--- src/rtl/sort_pkg.sv ---
// Shared definitions for the 16-entry index sorter and its result streamer.
// Holds batch defaults, the streamer state encoding and bus slicing helpers.
package sort_pkg;

    localparam int SORT_BIT_LEN = 18;
    localparam int SORT_NUMBER  = 16;
    localparam int SORT_IDX_W   = $clog2(SORT_NUMBER);

    typedef enum logic [1:0] {
        IDLE    = 2'd0,
        ARMED   = 2'd1,
        CAPTURE = 2'd2,
        STREAM  = 2'd3
    } state_e;

    // Low bit of slot `slot` on a flat bus of `width`-bit fields.
    function automatic int bus_lsb(input int slot, input int width);
        return slot * width;
    endfunction

    // Sorted-result slot that holds output rank `rank`.
    function automatic int slot_of_rank(
        input int rank,
        input int number,
        input bit descend
    );
        return descend ? (number - 1 - rank) : rank;
    endfunction

endpackage

--- src/rtl/sort_edge_detect.sv ---
// Registered rising-edge detector for the sorter completion level.
// The rise pulse is registered, so it appears one cycle after the level.
module sort_edge_detect (
    input  logic clk,
    input  logic rst,
    input  logic level_i,
    output logic rise_o
);

    logic level_q;
    logic rise_q;

    // Keep the previous level and register the level-rose pulse.
    always_ff @(posedge clk or negedge rst) begin
        if (!rst) begin
            level_q <= 1'b0;
            rise_q  <= 1'b0;
        end else begin
            level_q <= level_i;
            rise_q  <= level_i & ~level_q;
        end
    end

    assign rise_o = rise_q;

endmodule

--- src/rtl/sort_result_streamer.sv ---
// Consumes the index sorter result and streams (value, index, rank)
// tuples over valid/ready, ascending or descending, truncated to TOP_K.
module sort_result_streamer
    import sort_pkg::*;
#(
    parameter int BIT_LEN = SORT_BIT_LEN,
    parameter int NUMBER  = SORT_NUMBER,
    parameter int IDX_W   = $clog2(NUMBER),
    parameter int TOP_K   = NUMBER,
    parameter bit DESCEND = 1'b0
) (
    input  logic                      clk,
    input  logic                      rst,
    input  logic                      start,
    input  logic [BIT_LEN*NUMBER-1:0] data_in,
    input  logic                      done_sorting,
    input  logic [IDX_W*NUMBER-1:0]   sorted_index_1D,
    output logic                      out_valid,
    input  logic                      out_ready,
    output logic signed [BIT_LEN-1:0] out_value,
    output logic [IDX_W-1:0]          out_index,
    output logic [IDX_W-1:0]          out_rank,
    output logic                      out_last,
    output logic                      busy,
    output logic                      err_flag
);

    localparam int CNT_W = IDX_W + 1;
    localparam logic [CNT_W-1:0] LAST_RANK = CNT_W'(TOP_K - 1);

    state_e state_q, state_d;
    logic   done_rise;

    logic signed [BIT_LEN-1:0] val_q [NUMBER];
    logic [IDX_W-1:0]          idx_q [NUMBER];

    logic [CNT_W-1:0]          rank_q, rank_d;
    logic                      valid_q, valid_d;
    logic                      last_q, last_d;
    logic signed [BIT_LEN-1:0] value_q, value_d;
    logic [IDX_W-1:0]          index_q, index_d;
    logic                      err_q, err_d;

    logic                      load_val;
    logic                      load_idx;
    logic                      load_out;
    logic                      xfer;

    logic [CNT_W-1:0]          sel_rank;
    logic [IDX_W-1:0]          sel_slot;
    logic [IDX_W-1:0]          sel_idx;
    logic signed [BIT_LEN-1:0] sel_val;

    sort_edge_detect u_done_edge (
        .clk     (clk),
        .rst     (rst),
        .level_i (done_sorting),
        .rise_o  (done_rise)
    );

    assign xfer = valid_q & out_ready;

    // Pick the tuple for the next rank; in CAPTURE read the live sorter bus.
    always_comb begin
        sel_rank = '0;
        if (state_q != CAPTURE) begin
            sel_rank = rank_q + 1'b1;
        end
        sel_slot = IDX_W'(slot_of_rank(int'(sel_rank), NUMBER, DESCEND));
        if (state_q == CAPTURE) begin
            sel_idx = sorted_index_1D[bus_lsb(int'(sel_slot), IDX_W) +: IDX_W];
        end else begin
            sel_idx = idx_q[sel_slot];
        end
        sel_val = val_q[sel_idx];
    end

    // Next state, output register loads and sticky error.
    always_comb begin
        state_d  = state_q;
        rank_d   = rank_q;
        valid_d  = valid_q;
        value_d  = value_q;
        index_d  = index_q;
        err_d    = err_q;
        load_val = 1'b0;
        load_idx = 1'b0;
        load_out = 1'b0;

        if (start) begin
            state_d  = ARMED;
            valid_d  = 1'b0;
            err_d    = 1'b0;
            load_val = 1'b1;
        end else begin
            unique case (state_q)
                IDLE: begin
                    if (done_rise) err_d = 1'b1;
                end
                ARMED: begin
                    if (done_rise) state_d = CAPTURE;
                end
                CAPTURE: begin
                    if (done_rise) err_d = 1'b1;
                    load_idx = 1'b1;
                    load_out = 1'b1;
                    rank_d   = '0;
                    valid_d  = 1'b1;
                    state_d  = STREAM;
                end
                STREAM: begin
                    if (done_rise) err_d = 1'b1;
                    if (xfer) begin
                        if (last_q) begin
                            valid_d = 1'b0;
                            state_d = IDLE;
                        end else begin
                            load_out = 1'b1;
                            rank_d   = rank_q + 1'b1;
                        end
                    end
                end
                default: state_d = IDLE;
            endcase
        end

        if (load_out) begin
            value_d = sel_val;
            index_d = sel_idx;
        end
        last_d = load_out ? (rank_d == LAST_RANK) : last_q;
    end

    // State, output tuple and error registers.
    always_ff @(posedge clk or negedge rst) begin
        if (!rst) begin
            state_q <= IDLE;
            rank_q  <= '0;
            valid_q <= 1'b0;
            last_q  <= 1'b0;
            value_q <= '0;
            index_q <= '0;
            err_q   <= 1'b0;
        end else begin
            state_q <= state_d;
            rank_q  <= rank_d;
            valid_q <= valid_d;
            last_q  <= last_d;
            value_q <= value_d;
            index_q <= index_d;
            err_q   <= err_d;
        end
    end

    // Value store, filled from the unsorted vector on start.
    always_ff @(posedge clk or negedge rst) begin
        if (!rst) begin
            for (int i = 0; i < NUMBER; i++) val_q[i] <= '0;
        end else if (load_val) begin
            for (int i = 0; i < NUMBER; i++) begin
                val_q[i] <= data_in[bus_lsb(i, BIT_LEN) +: BIT_LEN];
            end
        end
    end

    // Index store, filled from the sorter result on leaving CAPTURE.
    always_ff @(posedge clk or negedge rst) begin
        if (!rst) begin
            for (int i = 0; i < NUMBER; i++) idx_q[i] <= '0;
        end else if (load_idx) begin
            for (int i = 0; i < NUMBER; i++) begin
                idx_q[i] <= sorted_index_1D[bus_lsb(i, IDX_W) +: IDX_W];
            end
        end
    end

    assign out_valid = valid_q;
    assign out_value = value_q;
    assign out_index = index_q;
    assign out_rank  = rank_q[IDX_W-1:0];
    assign out_last  = last_q;
    assign busy      = (state_q != IDLE);
    assign err_flag  = err_q;

endmodule

--- config.mk ---
export PLATFORM = sky130hd
export DESIGN_NAME = sort_result_streamer
export DESIGN_NICKNAME = d
export VERILOG_FILES = /design/src/rtl/sort_pkg.sv /design/src/rtl/sort_edge_detect.sv /design/src/rtl/sort_result_streamer.sv
export SDC_FILE = /design/constraint.sdc
export NUM_CORES = 1
export LEC_CHECK = 0
export BUFFER_PORTS_ARGS = -buffer_cell sky130_fd_sc_hd__clkbuf_2
export CAP_MARGIN = 15
export CORE_MARGIN = 2
export CORE_UTILIZATION = 45
export DETAILED_ROUTE_END_ITERATION = 6
export PLACE_DENSITY_LB_ADDON = 0.25
export SYNTH_ARGS = -nofsm -noshare
export SYNTH_HDL_FRONTEND = slang
export SYNTH_SLANG_ARGS = --single-unit
--- constraint.sdc ---
create_clock -name clk -period 8.6 [get_ports clk]
set_input_delay 0.86 -clock clk [delete_from_list [all_inputs] [get_ports clk]]
set_output_delay 0.86 -clock clk [all_outputs]
set_load 0.02 [all_outputs]
==> results.md, run 1 <==
* Initial antenna violation count at 12
* Dpl cell area at 0.0196 sq mm
* Max-slew violations at 0
* Clock share of power at 31.3%
* Post-synth top cells: dfrtp_1, mux2_2, mux2i_1
* Sequential group share of total power at 38.6%
* Hold Crit Class: primary input to async pin
* Worst skew pair latency at 0.56 ns
* Routability cong. at 0.864
* Hold buffers post-CTS at 0
* Max Cap Violations at 0
* Total GRT Usage at 24.4%
* Setup Crit Path Kind: flop to flop
* RSZ-0062 raised after global routing: false
* Clock buffers created by TritonCTS at 42
* Fin nets at 1981
* Setup TNS Final at 0 ns
* Starting Density at 45.8%
* Post-synthesis cell type count at 50
* Die ar. at 0.0400 sq mm
* DR WL/cell at 22.6 microns
* Combinational Power Share at 30.1%
* CP bufs+invs at 0
* Count leader, synth: dfrtp_1
* DR WL met3 at 3760 microns
* Vias in the first global route at 12.3k
* Routed via count at 11.8k
* Vias per inst at 5.44
* Worst Setup End Kind: flop
* CP cell instances: ha_1 > xor2_1 > a21oi_1 > a221oi_1 > a211oi_1 > nor4_2 > or3_1 > o22ai_1 > nor4_1 > o21ai_1
* Post-route ant nets at 0
* Pwr dens at 288 mW/mm^2
* Crit path arrival time at 5.60 ns
* Slew margin rel. at 29.3%
* Yosys top cell by area: dfrtp_1
* Worst vdd ir at 0.289 mV
* Die Wd at 200 microns
* Worst path slowest cell: dfrtp_1
* Post-CTS Setup Inserts at 0
* Global-route wire length before repair at 72500 microns
* Synth async-reset ratio at 100%
* Pleak at 0.00962 uW
* Crit-path leading delay family: simple AND/OR/NAND/NOR gates
* DR top layer: met5
* Sequential share of the synthesized area at 55.9%
* Sw Share at 32.6%
* Max Root-Sink Buffers at 3
* Detailed Place HPWL at 35500 microns
* Syn Nets at 1637
* Worst Max-Slew Pin Slew at 1.06 ns
* Overflow after GRT at 0
* Top cells by area, synth: dfrtp_1, mux2_2, mux2i_1, o22ai_1, clkbuf_1
* Crit-path max FO at 27
* Average size of a mapped cell at 13.5 sq um
* Worst R2R Path Depth at 10
* Root Buffer: clkbuf_16
* Worst path depth at 10
* Port Buffer Count at 386
* Drt drc at 0
* Layout cells sized above 1 at 49.9%
* Height of the die at 200 microns
* Top FF cell, synth: dfrtp_1
* Core Rows at 71
* Post-Syn Area at 0.0173 sq mm
* CTS clock-pin slew for the worst setup and hold paths at 0.06 ns
* Initial DRC count at 484
* Largest net degree at the start of global routing at 194
* DR WL met2 at 23200 microns
* Worst Skew at 0.0118 ns
* Wl on met1 at 20500 microns
* Synth Instances at 1279
* Sink Count at 386
* CTS resizes at 0
* Status: finished, final reports clean
* Top cell type's share of synthesized area at 55.9%
* Num ports at 387
* Internal power at 4090 uW
* Area of all placed cells without fillers at 0.0211 sq mm
* Startpoint types: flop
* Area Growth Syn to Fin at 22.0%
* Post-Route WL at 49100 microns
* Period utilization at 60.3%
* DRT Pass-1 Iters at 4
* Fmax achieved at 0.193 GHz
* Fill cells at 3224
* Synth Register Bits at 386
* CTS tree: built
* Area of the core at 0.0378 sq mm
* Net switching power at 1980 uW
* Number of synthesized flops with an enable pin at 0
* Yosys warns at 0
* H-tree levels at 2
* Final setup violation count at 0
* Final count of hold timing violations at 0
* Tmin final at 5.19 ns
* Worst EP required at 9.01 ns
* Critical Path Max Stage Delay at 0.95 ns
==> state kept, by name (all words and copies together), names as in the netlist <==
register / flops
out_value: 18
out_valid: 1
u_done_edge.rise_o: 1
idx_q: 64
state_q: 2
err_flag: 1
u_done_edge.level_q: 1
rank_q: 5
out_index: 4
val_q: 288
out_last: 1
==> power groups by stage <==
stage	Clock [uW]	Combinational (uW)	Sequential, uW
detailed placement	0	1840	2370
CTS	1940	1850	2350
global route	2020	1960	2380
floorplan	0	1210	2340
global placement	0	1810	2370
finish	1900	1830	2350
==> placed cells by master (no fill, tap or decap), types with 4 or more instances in the layout <==
| cell type | instances |
|---|---|
| diode_2 | 7 |
| clkbuf_2 | 384 |
| a221oi_1 | 7 |
| nor2b_1 | 5 |
| o21ai_1 | 11 |
| a21boi_0 | 4 |
| a21oi_1 | 5 |
| a22oi_1 | 4 |
| nor2_1 | 16 |
| dfrtp_1 | 386 |
| clkinv_2 | 6 |
| clkbuf_1 | 8 |
| buf_4 | 4 |
| nor3_1 | 7 |
| nand3_1 | 13 |
| nand2_1 | 48 |
| or3_1 | 5 |
| mux2i_1 | 148 |
| clkbuf_8 | 10 |
| o21ai_0 | 30 |
| a211oi_1 | 4 |
| a31oi_1 | 8 |
| clkbuf_16 | 45 |
| bufinv_16 | 4 |
| mux2_2 | 354 |
| o22ai_1 | 68 |
| nor4_1 | 18 |
==> metal layers <==
layer	track usage, %	vias up
met4	9.30	12
met1	31.5	5957
met2	39.3	348
met3	6.52	91
met5	0	-
li1	-	5423
==> kinds of logic after synthesis <==
kind of cell,synth area share [%]
AO/OA/AOI/OAI,5.80
XOR/XNOR,0.347
adder cells (fa/ha/maj),0.0723
buffers and inverters,2.40
flip-flops,55.9
multiplexers,31.9
AND/OR/NAND/NOR,3.63
==> final timing paths <==
kind	startpoint	end	slack, ns
max	rank_q[0]	out_value[9]	3.41
min	rst	idx_q[33]	0.24
max reg2reg	rank_q[0]	out_value[9]	3.41
min reg2reg	u_done_edge.level_q	u_done_edge.rise_o	0.40
max in group asynchronous	rst	val_q[119]	6.90
min in group clk	u_done_edge.level_q	u_done_edge.rise_o	0.40
==> per-stage QoR <==
stage / instances / total power (uW) / worst slack (ns) / util, % / hold WS [ns]
final: 2173 / 6080 / 3.41 / 55.9 / 0.238
after CTS: 2165 / 6140 / 3.50 / 55.8 / 0.242
after global routing: 2167 / 6360 / 3.13 / 55.8 / 0.266
after detailed placement: 2089 / 4210 / 3.50 / 51.9 / 0.394
after floorplan: 1279 / 3540 / 5.44 / - / 0.378
after global placement: 2089 / 4190 / 3.64 / 51.9 / 0.387
==> area by class of cell <==
| type | count | area, sq um | share of cell area, % |
|---|---|---|---|
| diodes | 7 | 17.5 | 0.0830 |
| inverters | 2 | 7.51 | 0.0356 |
| multi-input cells | 797 | 7240 | 34.3 |
| clock inverters | 13 | 173 | 0.818 |
| repair buffers | 394 | 2070 | 9.81 |
| well taps | 511 | 639 | 3.03 |
| flip-flops and latches | 386 | 9660 | 45.8 |
| clock buffers | 63 | 1290 | 6.13 |
==> worst register-to-register path: cells and delay by family (launching register included) <==
kind	cells	cell delay, ns
adders and majority gates	1	0.43
xor gates and xnor gates	1	0.83
AOI/OAI and AO/OA	5	1.09
and+or+nand+nor	3	1.75
DFF	1	0.95
(Power assumes the default switching activity.)
==> run 2: changes to the inputs <==
Settings changed: ABC_AREA set to 1.
Clock period 8.6 ns to 5.1 ns, I/O delays scaled along.
==> run 2 against run 1 <==
  * Register-to-register slack lost 2.2 ns
  * Combinational power grew to 3.8 times the previous value
  * Clock power grew 58%
  * Sequential share of layout area shrank 1.8 points
  * Maximum frequency grew 34%
  * Via count grew 45%
  * Highest routed layer is now met4
  * Sequential power grew 66%
  * Largest cell class unchanged
  * Hold slack lost 0.15 ns
==> results.md, run 2 <==
* Max Root-Sink Buffers at 3
* Post-synth top cells: nand2_1, nand3_1, dfrtp_1
* Detailed Place HPWL at 44100 microns
* Initial DRC count at 1581
* Max Cap Violations at 0
* Yosys warns at 0
* Worst Max-Slew Pin Slew at 1.19 ns
* Post-CTS Setup Inserts at 0
* Drt drc at 0
* Post-synthesis cell type count at 29
* Root Buffer: clkbuf_16
* Average size of a mapped cell at 7.65 sq um
* Pwr dens at 630 mW/mm^2
* Top cell type's share of synthesized area at 52.2%
* Largest net degree at the start of global routing at 270
* RSZ-0062 raised after global routing: false
* H-tree levels at 2
* Biggest register: val_q
* Synth Area in Simple Gates at 26.9%
* Status: finished, final reports clean
* Hold_sp: done_sorting
* Hold Path Stages at 1
* Yosys top cell by area: dfrtp_1
* Initial antenna violation count at 1
* Number of synthesized flops with an enable pin at 0
* Layout cells sized above 1 at 17.7%
* DRT Pass-1 Iters at 5
* Crit path arrival time at 4.37 ns
* CTS clock-pin slew for the worst setup and hold paths at 0.06 ns
* Reg2reg start: rank_q[0]
* Top FF cell, synth: dfrtp_1
* Syn Nets at 2779
* Routed via count at 17.1k
* Period utilization at 75.9%
* Worst skew pair latency at 0.57 ns
* Mux cell area share after synthesis at 0%
* Fin nets at 3063
* Core Rows at 74
* Startpoint types: flop
* Num ports at 387
* Dpl cell area at 0.0206 sq mm
* Die Wd at 207 microns
* Clock buffers created by TritonCTS at 43
* Post-synthesis compound-gate area fraction at 10.1%
* Worst R2R Setup Slack at 1.23 ns
* Crit-path max FO at 73
* Post-Route WL at 61700 microns
* CTS resizes at 0
* Worst R2R Path Depth at 15
* Worst Skew at 0.0114 ns
* R2r endpoint: out_value[7]
* Setup TNS Final at 0 ns
* Vias in the first global route at 16.5k
* Synth async-reset ratio at 100%
* Setup Crit Path Kind: flop to flop
* Overflow after GRT at 0
* Slew margin rel. at 20.9%
* Area Growth Syn to Fin at 18.5%
* Post-route ant nets at 0
* Die ar. at 0.0428 sq mm
* Fill cells at 3937
* CP startpoint: rank_q[0]
* Final count of hold timing violations at 0
* Height of the die at 207 microns
* Adder and majority cell fraction of the synthesized area at 0.0676%
* Worst EP required at 5.60 ns
* DR WL/cell at 18.9 microns
* Worst Setup End Kind: flop
* Most common cell after layout, fill and taps aside: nand2_1
* Vias per inst at 5.25
* Area of all placed cells without fillers at 0.0219 sq mm
* Top cells by area, synth: dfrtp_1, nand2_1, nand3_1, o21ai_0, inv_1
* Pleak at 0.0118 uW
* Synth Instances at 2421
* Sink Count at 386
* Commonest non-fill, non-tap cells in the layout: nand2_1, nand3_1, dfrtp_1
* Port Buffer Count at 386
* Final setup violation count at 0
* # diodes at 0
* Synth Register Bits at 386
* Max-slew violations at 0
* Post-Syn Area at 0.0185 sq mm
* Worst vdd ir at 0.659 mV
* Fmax achieved at 0.258 GHz
* Total GRT Usage at 28.6%
* Largest family of logic cells by synthesized area: simple AND/OR/NAND/NOR gates
* Max reg flops at 288
* XOR/XNOR Fraction of Synth Area at 0.0946%
* Starting Density at 45.5%
* Routability cong. at 0.931
* Sequential share of the synthesized area at 52.2%
* Tmin final at 3.87 ns
* Hold EP: u_done_edge.level_q
* Area of the core at 0.0407 sq mm
* Global-route wire length before repair at 93100 microns
* Hold Crit Class: primary input to flop
* Count leader, synth: nand2_1
* CTS tree: built
run 2: how the worst max path moves through the flow:
stage	slack (ns)	endpoint
final	1.23	out_value[7]
after global routing	1.09	out_value[10]
after CTS	1.32	out_value[7]
after detailed placement	1.36	out_value[7]
after global placement	1.37	out_value[7]
after floorplan	2.60	out_value[10]
run 2: logic make-up (layout without fill, tap and decap cells):
group | count (synthesis) | after routing
flops | 386 | 386
buf+inv | 497 | 809
xor+xnor | 2 | 2
simple gates | 1172 | 1172
compound gates | 363 | 363
fa+ha+maj | 1 | 1
run 2: power breakdown:
group	total, uW	internal [uW]	switching [uW]
logic	6920	1920	5000
clock network	3010	1750	1260
registers	3890	3610	287
total	13800	7270	6550
run 2: through the flow:
step | hold slack, ns | worst slack, ns | power, uW | util (%) | instances
global route | 0.0801 | 1.09 | 14700 | 53.9 | 3265
CTS | 0.0673 | 1.32 | 13800 | 53.9 | 3265
floorplan | 0.214 | 2.60 | 8440 | - | 2421
detailed placement | 0.382 | 1.36 | 10800 | 50.6 | 3191
finish | 0.0859 | 1.23 | 13800 | 53.9 | 3265
global placement | 0.381 | 1.37 | 10800 | 50.6 | 3191
run 2: per-layer routing:
metal	track usage, %	routed length [microns]
met1	40.4	27000
met2	44.9	28200
met3	4.22	4300
met4	10.5	2140
met5	0	0
run 2: final cells by class:
type	instances	area, sq um	share of cell area, %
clock buffer	63	1250	5.71
sequential	386	9660	44.0
tap	532	666	3.03
multi-input combinational	1538	6920	31.5
timing repair buffer	401	2100	9.59
inverter	335	1260	5.74
clock inverter	10	82.6	0.376
run 2: critical path, cell delays in order (launching register included):
cell and delay, ns:
dfrtp_1 0.47, ha_1 0.27, xnor2_1 0.61, inv_1 0.25, a21oi_1 0.19, nand2_1 0.06
nand3_1 0.08, nand3_1 0.12, nand2_4 0.09, buf_4 0.66, nand3_1 0.43, nand3_1 0.19
nand3_1 0.10, nand2_1 0.07, nand2_1 0.05, nand2_1 0.08
run 2: timing repair:
item / CTS / global route
hold buffers: 1 / 0
setup endpoints to repair: 0 / 0
hold endpoints to repair: 61 / 0
==> run 3: changes to the inputs <==
Clock period 5.1 ns to 3.2 ns, I/O delays scaled along.
==> run 3 against run 2 <==
  * Clock power is 65% higher
  * Worst setup slack got worse by 1.0 ns
  * Cell area increased by 16%
  * Hold slack worse by 0.073 ns
  * Wire length rose by 8.8%
  * Maximum frequency grew 28%
  * Sequential power rose by 59%
  * Highest routed layer unchanged
==> results.md, run 3 (synthesis results as in run 2) <==
* Overflow after GRT at 0
* DR WL/cell at 18.7 microns
* Pwr dens at 928 mW/mm^2
* Port Buffer Count at 386
* Net switching power at 10800 uW
* Routability cong. at 0.941
* Pleak at 0.0133 uW
* Post-Route WL at 67100 microns
* Crit path arrival time at 3.48 ns
* Period utilization at 94.3%
* H-tree levels at 2
* Root Buffer: clkbuf_16
* Worst EP required at 3.66 ns
* Initial antenna violation count at 0
* Final count of hold timing violations at 0
* Largest net degree at the start of global routing at 287
* Fmax achieved at 0.332 GHz
* Combinational Power Share at 52.5%
* Worst vdd ir at 0.891 mV
* Sequential group share of total power at 26.3%
* DRT Pass-1 Iters at 6
* Max-slew violations at 0
* Worst Max-Slew Pin Slew at 1.21 ns
* Max Root-Sink Buffers at 3
* Area of the core at 0.0407 sq mm
* Height of the die at 207 microns
* CTS tree: built
* Sw Share at 45.9%
* # diodes at 0
* Detailed Place HPWL at 43800 microns
* Hold Crit Class: primary input to flop
* Setup WS pre-CTS at 0.0305 ns
* Setup TNS Final at 0 ns
* Initial DRC count at 1685
* Num ports at 387
* Vias per inst at 5.23
* Final setup violation count at 0
* Dpl cell area at 0.0209 sq mm
* Startpoint types: flop
* Starting Density at 45.5%
* Crit-path max FO at 68
* Routed via count at 18.8k
* CTS clock-pin slew for the worst setup and hold paths at 0.06 ns
* Worst Setup End Kind: flop
* Vias in the first global route at 18.2k
* Post-route ant nets at 0
* Setup ws final at 0.184 ns
* Fill cells at 3492
* Setup Crit Path Kind: flop to flop
* Clock buffers created by TritonCTS at 43
* Clock share of power at 21.2%
* Worst Skew at 0.0140 ns
* Slew margin rel. at 19.6%
* Worst R2R Path Depth at 16
* Tmin final at 3.02 ns
* Area of the multi-input gates at 0.00693 sq mm
* Max Cap Violations at 0
* Commonest non-fill, non-tap cells in the layout: nand2_1, nand3_1, dfrtp_1
* Storage element area at 0.00966 sq mm
* Fin nets at 3385
* Status: finished, final reports clean
* Core Rows at 74
* Most common cell after layout, fill and taps aside: nand2_1
* Sink Count at 386
* Global-route wire length before repair at 100000 microns
* Die ar. at 0.0428 sq mm
* Worst skew pair latency at 0.57 ns
* Drt drc at 0
* Die Wd at 207 microns
* Max reg flops at 288
* Hold Path Stages at 3
* Area of all placed cells without fillers at 0.0254 sq mm
* Layout cells sized above 1 at 17.0%
* Total GRT Usage at 30.6%
* Biggest register: val_q
* Area Growth Syn to Fin at 36.9%
* Internal power at 12700 uW
==> run 3: cell types whose count changed in the layout (fill, tap and decap cells not counted), moves of 2 or more <==
cell	before	now
buf_4	11	27
buf_12	3	13
clkbuf_8	6	10
clkinvlp_4	3	0
clkbuf_16	45	47
dlygate4sd3_1	1	291
buf_16	0	2
==> run 3: repair_timing <==
action,CTS,global route
setup endpoints to repair,0,18
buffers inserted,0,5
hold endpoints to repair,368,0
resized for setup,0,4
hold buffers,291,0
==> run 3: cell type report <==
| class | count | share of cell area [%] |
|---|---|---|
| inverters | 335 | 4.97 |
| clock buffers | 67 | 5.16 |
| repair buffers | 722 | 21.5 |
| flip-flops and latches | 386 | 38.1 |
| multi-input cells | 1539 | 27.3 |
| clock inverters | 9 | 0.375 |
| well taps | 532 | 2.62 |
==> run 3: metrics by stage <==
| stage | hold WS (ns) | total power (uW) | std cells | utilization [%] |
|---|---|---|---|---|
| 3_3_place_gp | 0.393 | 17600 | 3215 | 51.3 |
| 2_1_floorplan | 0.0244 | 13500 | 2421 | - |
| 5_1_grt | 0.00576 | 24900 | 3590 | 62.3 |
| 4_1_cts | 0.000380 | 22900 | 3582 | 61.9 |
| 3_5_place_dp | 0.391 | 17600 | 3215 | 51.3 |
| 6_report | 0.0125 | 23500 | 3590 | 62.3 |
==> run 3: power by group through the flow <==
stage / Clock [uW] / Combinational (uW) / Sequential, uW
finish: 4980 / 12400 / 6190
global route: 5240 / 13400 / 6270
CTS: 5050 / 11700 / 6180
detailed placement: 0 / 11400 / 6250
global placement: 0 / 11300 / 6250
floorplan: 0 / 7170 / 6280
==> run 3: path summary, 6_finish.rpt <==
path                                      end                start  slack (ns)
max in group asynchronous          val_q[189]                  rst        1.87
min reg2reg                u_done_edge.rise_o  u_done_edge.level_q        0.40
max                              out_value[7]            rank_q[0]        0.18
max reg2reg                      out_value[7]            rank_q[0]        0.18
min                                val_q[114]         data_in[168]        0.01
min in group asynchronous           val_q[46]                  rst        0.37
==> run 3: metal layers <==
| metal | GRT usage, % | vias up | routed length (microns) |
|---|---|---|---|
| li1 | - | 8859 | - |
| met1 | 41.1 | 8932 | 27600 |
| met2 | 49.7 | 841 | 31700 |
| met3 | 4.30 | 156 | 4970 |
| met4 | 13.2 | 0 | 2830 |
| met5 | 0 | - | 0 |
==> run 3: worst max-delay path: stages, from the launching register on <==
cell and delay (ns):
dfrtp_2 0.46, ha_1 0.34, clkinv_1 0.14, buf_4 0.19
a21oi_1 0.11, nand2_1 0.07, nand3_1 0.08, nand3_1 0.11
nand3_4 0.24, buf_12 0.32, nand3_1 0.15, nand3_1 0.13
nand3_1 0.19, nand3_1 0.15, nand2_1 0.06, nand2_1 0.06
nand2_1 0.06
